--- src/rtl/muldiv_unit.sv ---
// rtl/muldiv_unit.sv - iterative 32-bit signed/unsigned multiply and divide unit with HI/LO result registers
//
// Ports:
//   clk      in   1  clock, all state updates on the rising edge
//   rst      in   1  synchronous active-high reset
//   start    in   1  operation request, sampled only while idle
//   op       in   2  00 mult, 01 multu, 10 div, 11 divu
//   src_a    in  32  multiplicand / dividend
//   src_b    in  32  multiplier / divisor
//   busy     out  1  high whenever an operation is in flight
//   done     out  1  one-cycle completion pulse
//   hi       out 32  HI register (product upper word / remainder)
//   lo       out 32  LO register (product lower word / quotient)
//   div_zero out  1  set with done when a divide had a zero divisor

module muldiv_unit #(
  parameter int CALC_CYCLES = 32
) (
  input  logic        clk,
  input  logic        rst,
  input  logic        start,
  input  logic [1:0]  op,
  input  logic [31:0] src_a,
  input  logic [31:0] src_b,
  output logic        busy,
  output logic        done,
  output logic [31:0] hi,
  output logic [31:0] lo,
  output logic        div_zero
);

  localparam int CW = $clog2(CALC_CYCLES + 1);
  localparam logic [CW-1:0] LAST = CW'(CALC_CYCLES - 1);

  typedef enum logic [1:0] {
    IDLE = 2'd0,
    PREP = 2'd1,
    CALC = 2'd2,
    FIX  = 2'd3
  } state_t;

  state_t         state;
  logic [1:0]     op_q;      // op[1]: divide, op[0]: unsigned
  logic [31:0]    opa;       // multiplicand (mult) / dividend (div) latched, then magnitude
  logic [31:0]    opb;       // multiplier (mult) / divisor (div) latched, then magnitude
  logic [63:0]    acc;       // mult: {partial product, multiplier}; div: low half shifts dividend out, quotient in
  logic [32:0]    rem;       // partial remainder, one bit wider than the divisor
  logic [CW-1:0]  cnt;
  logic           neg_res;   // negate product / quotient in FIX
  logic           neg_rem;   // negate remainder in FIX
  logic           dz;        // current operation is a divide by zero
  logic           dz_wait;   // one pad cycle so divide-by-zero completes at a fixed short latency

  logic           signed_op;
  logic           neg_a;
  logic           neg_b;
  logic [31:0]    mag_a;
  logic [31:0]    mag_b;
  logic [32:0]    mul_sum;
  logic [33:0]    trial;
  logic [63:0]    prod_fix;
  logic [31:0]    quo_fix;
  logic [31:0]    rem_fix;

  always_comb begin
    signed_op = ~op_q[0];
    neg_a     = signed_op & opa[31];
    neg_b     = signed_op & opb[31];
    // Magnitude of 0x80000000 is 0x80000000 read as unsigned, which is exactly right.
    mag_a     = neg_a ? (~opa + 32'd1) : opa;
    mag_b     = neg_b ? (~opb + 32'd1) : opb;

    // Shift-add: add multiplicand into the upper half when the current multiplier bit is set;
    // the carry becomes the new top bit after the right shift.
    mul_sum   = {1'b0, acc[63:32]} + {1'b0, (acc[0] ? opa : 32'd0)};

    // Restoring step: shifted remainder is below 2^33, so a 34-bit difference keeps the borrow in bit 33.
    trial     = {rem, acc[31]} - {2'b00, opb};

    prod_fix  = neg_res ? (~acc + 64'd1) : acc;
    quo_fix   = neg_res ? (~acc[31:0] + 32'd1) : acc[31:0];
    rem_fix   = neg_rem ? (~rem[31:0] + 32'd1) : rem[31:0];
  end

  always_ff @(posedge clk) begin
    if (rst) begin
      state    <= IDLE;
      busy     <= 1'b0;
      done     <= 1'b0;
      div_zero <= 1'b0;
      hi       <= 32'd0;
      lo       <= 32'd0;
      op_q     <= 2'd0;
      opa      <= 32'd0;
      opb      <= 32'd0;
      acc      <= 64'd0;
      rem      <= 33'd0;
      cnt      <= '0;
      neg_res  <= 1'b0;
      neg_rem  <= 1'b0;
      dz       <= 1'b0;
      dz_wait  <= 1'b0;
    end else begin
      done <= 1'b0;
      case (state)
        IDLE: begin
          if (start) begin
            op_q     <= op;
            opa      <= src_a;
            opb      <= src_b;
            div_zero <= 1'b0;
            busy     <= 1'b1;
            state    <= PREP;
          end
        end

        PREP: begin
          cnt     <= '0;
          rem     <= 33'd0;
          opa     <= mag_a;
          opb     <= mag_b;
          neg_res <= neg_a ^ neg_b;
          neg_rem <= neg_a;
          acc     <= op_q[1] ? {32'd0, mag_a} : {32'd0, mag_b};
          if (op_q[1] && (opb == 32'd0)) begin
            dz      <= 1'b1;
            dz_wait <= 1'b1;
            state   <= FIX;
          end else begin
            dz      <= 1'b0;
            state   <= CALC;
          end
        end

        CALC: begin
          if (op_q[1]) begin
            if (!trial[33]) begin
              rem <= trial[32:0];
            end else begin
              rem <= {rem[31:0], acc[31]};
            end
            acc[31:0] <= {acc[30:0], ~trial[33]};
          end else begin
            acc <= {mul_sum, acc[31:1]};
          end
          cnt <= cnt + CW'(1);
          if (cnt == LAST) begin
            state <= FIX;
          end
        end

        FIX: begin
          if (dz_wait) begin
            dz_wait <= 1'b0;
          end else begin
            if (dz) begin
              // HI/LO deliberately keep their previous contents.
              div_zero <= 1'b1;
            end else if (op_q[1]) begin
              hi <= rem_fix;
              lo <= quo_fix;
            end else begin
              hi <= prod_fix[63:32];
              lo <= prod_fix[31:0];
            end
            done  <= 1'b1;
            busy  <= 1'b0;
            state <= IDLE;
          end
        end
      endcase
    end
  end

endmodule

--- config.mk ---
export PLATFORM = sky130hd
export DESIGN_NAME = muldiv_unit
export DESIGN_NICKNAME = d
export VERILOG_FILES = /design/src/rtl/muldiv_unit.sv
export SDC_FILE = /design/constraint.sdc
export NUM_CORES = 1
export LEC_CHECK = 0
export CAP_MARGIN = 30
export CORE_MARGIN = 2
export CORE_UTILIZATION = 43
export CTS_CLUSTER_SIZE = 20
export DETAILED_ROUTE_END_ITERATION = 7
export GPL_TIMING_DRIVEN = 0
export HOLD_SLACK_MARGIN = 0.15
export SYNTH_ARGS = -nofsm -noshare
export SYNTH_HDL_FRONTEND = slang
export SYNTH_SLANG_ARGS = --single-unit
--- constraint.sdc ---
create_clock -name clk -period 7 [get_ports clk]
set_input_delay 0.7 -clock clk [delete_from_list [all_inputs] [get_ports clk]]
set_output_delay 0.7 -clock clk [all_outputs]
set_load 0.02 [all_outputs]
==> flow_summary.ini <==
[timing]
setup_viol = 0
timing.slew.headroom_pct = 39.1
final.period_utilization_pct = 62.2
finalHoldViolCount = 0
finalSetupTns_ns = 0
rsz0062_at_grt = no
period_needed_ns = 4.35
maxSlewViolCount = 0
timing.fmax_mhz = 230
tightestPinTransition_ns = 0.908
finalClockSkew_ns = 0.0143

[power_and_ir_drop]
p_per_area_mw_per_mm2 = 389
leakagePower_nw = 7.73
ir_drop_v = 0.000199

[synth]
synth_warnings = 0
synth_area_leaders = dfxtp_1 28%, a21oi_1 5.7%, nor2_1 5.6%
synth_most_common_cell = nor2_1
synthesis.nets = 2437
yosys.area.top_type = dfxtp_1
synth.top_cell.area_share_pct = 27.8
async_flop_share_pct = 0
avgSynthCellArea_um2 = 7.60
synth_cell_types = 77
syn_area_mm2 = 0.0174
synth_commonest_cells = 259 x nor2_1, 246 x nand2_1, 242 x dfxtp_1
seq_area_frac_synth_pct = 27.8
synth_edf_count = 0
postSynthCellCount = 2293
synth_ff_type = dfxtp_1
ys_ff_latch = 242

[grt]
grt_pass1_vias = 16900
grt_use_total_pct = 33.3
grt_max_degree = 15
grt_pass1_wl_um = 106000
antenna_found_initial = 3
grt-ovfl-total = 0

[detailed_routing]
routedWlPerCell_um = 23.8
drt-initial-drc-count = 1942
vias = 18500
route.detailed.drc = 0
vias_per_cell = 6.14
antenna_left = 0
firstDrtPassIters = 6
wl_um = 71500

[clocking]
cts_resized = 0
clock-root-buffer = clkbuf_16
clk_pin_slew_worst_paths_ns = 0.06
clk_path_buf_depth = 3
worstSkewPairLatency_ns = 0.59
cts_tree = yes
cts_setup_buffers = 0
holdBufCountCts = 0
cts_buffers = 29
clock-sinks = 242
htreeDepth = 1

[die]
pin_count = 136
die_area_mm2 = 0.0422
die_h_um = 205
core_mm2 = 0.0398
initial_core_util_pct = 43.8
rows = 73
die_width_um = 205

[place]
portBuffers = 135
post_dp_cell_area_mm2 = 0.0194
dpl.hpwl_um = 56700
place_congestion = 0.967

[critical_path]
critPathArrivalTime_ns = 4.85
worst_setup_path_start_kind = register
critPathRequiredTime_ns = 7.50
critical_path_buf_inv_count = 2
critPathTopFamily = compound AO/OA/AOI/OAI gates
crit_chain = inv_1, nor2_1, ha_1, inv_1, fa_1, nand2b_1, a21oi_1, a311o_1, o31a_1, o21ai_0, a41oi_1, o21ai_0, o311a_1, nor3_1
reg2reg_depth = 14
endpoint_kind = register
cp.depth = 14
setup.worst_path.class = reg -> reg
crit_fanout = 7
max_stage_delay_ns = 0.60
cp_slowest_cell = dfxtp_1

[layout]
fin_area_mm2 = 0.0204
areaGrowthSynthToFinish_pct = 17.3
nets = 2604
num-fill-cells = 4087
drive_above_1_share_pct = 3.83

[worst_hold_path]
min_path_type = reg -> reg
hold_depth = 2

[run_status]
status = complete, no violations

[flow_run]
drv_cap = 0
-- report_power, final --
group | internal, W | switching [W] | total (W)
registers | 0.00162 | 0.000379 | 0.00200
clock network | 0.000963 | 0.000643 | 0.00161
logic | 0.00149 | 0.00285 | 0.00434
-- cell usage in the layout (no fill, tap or decap), types with 8 or more instances in the layout --
master / Yosys / layout
a22oi_1: 15 / 15
mux4_2: 13 / 13
nor3b_1: 9 / 9
clkbuf_16: 0 / 29
o31ai_1: 37 / 37
o21a_1: 11 / 11
xnor2_1: 97 / 97
or3_1: 53 / 53
clkbuf_8: 0 / 9
ha_1: 73 / 73
nand2_1: 246 / 246
a211oi_1: 45 / 45
a32oi_1: 12 / 12
nor4_1: 15 / 15
o41ai_1: 20 / 20
o211ai_1: 26 / 26
nor2_1: 259 / 259
dfxtp_1: 242 / 242
or2_2: 13 / 13
mux2i_1: 48 / 48
nand2b_1: 30 / 30
buf_1: 16 / 16
or4_1: 27 / 27
and3_1: 9 / 9
clkdlybuf4s50_1: 0 / 135
a21oi_1: 198 / 198
nand4_1: 10 / 10
nor2b_1: 17 / 17
nand3_1: 30 / 30
clkbuf_1: 117 / 125
o22a_1: 8 / 8
and2_1: 33 / 33
o21ai_0: 178 / 178
nor3_1: 47 / 47
inv_1: 65 / 65
a21o_1: 38 / 38
xor2_1: 98 / 98
a31oi_1: 14 / 14
-- flip-flops by register name, indices dropped and copies added, names as in the netlist, 2 cells and up --
name and count:
op_q 2, rem 33, hi 32, opa 32, cnt 6, acc 64, lo 32, state 2
opb 32
-- cells by family after synthesis --
group           synth area share [%]
mux                             4.72
xor+xnor                        9.80
fa+ha+maj                       5.47
flops                           27.8
simple gates                    22.1
buf+inv                         4.55
compound gates                  25.6
-- per-stage QoR --
stage                     cells  util [%]  hold WS [ns]  total power (W)  setup slack (ns)
final                      3007      51.3         0.446          0.00795              2.65
after global routing       3006      51.3         0.484          0.00835              2.53
after CTS                  3006      51.3         0.446          0.00782              2.79
after detailed placement   2954      48.8         0.436          0.00622              2.82
after global placement     2953      48.8         0.435          0.00617              2.48
after floorplan            2293         -         0.432          0.00476              3.72
-- layout make-up --
class | instances | area, um^2 | share of cell area [%]
multi-input combinational | 1845 | 11800 | 57.7
inverter | 67 | 251 | 1.23
clock inverter | 6 | 109 | 0.533
sequential | 242 | 4840 | 23.7
antenna | 1 | 2.50 | 0.0122
timing repair buffer | 136 | 1360 | 6.65
clock buffer | 46 | 880 | 4.30
buffer | 139 | 542 | 2.65
tap | 525 | 657 | 3.21
-- worst register-to-register path, stage by stage, from the launching register on --
cell      delay [ns]
dfxtp_1         0.60
inv_1           0.31
nor2_1          0.36
ha_1            0.25
inv_1           0.06
fa_1            0.38
nand2b_1        0.21
a21oi_1         0.26
a311o_1         0.31
o31a_1          0.20
o21ai_0         0.12
a41oi_1         0.36
o21ai_0         0.26
o311a_1         0.40
nor3_1          0.17
-- per-layer routing --
layer  global-route usage [%]  share of wire (%)  vias to the layer above
li1                         -                  -                     8625
met1                     45.3                 43                     8854
met2                     52.1                 44                      824
met3                     4.59                8.0                      171
met4                     15.3                4.9                        4
met5                        0              0.038                        -
-- final timing paths --
| check | slack (ns) | startpoint | endpoint |
|---|---|---|---|
| setup / recovery | 2.65 | acc[0]$_SDFFE_PP0P_ | acc[63]$_SDFFE_PP0P_ |
| hold / removal | 0.45 | hi[16]$_SDFFE_PP0P_ | hi[16]$_SDFFE_PP0P_ |
| setup reg to reg | 2.65 | acc[0]$_SDFFE_PP0P_ | acc[63]$_SDFFE_PP0P_ |
| hold reg to reg | 0.45 | hi[16]$_SDFFE_PP0P_ | hi[16]$_SDFFE_PP0P_ |
(Power assumes the default switching activity.)
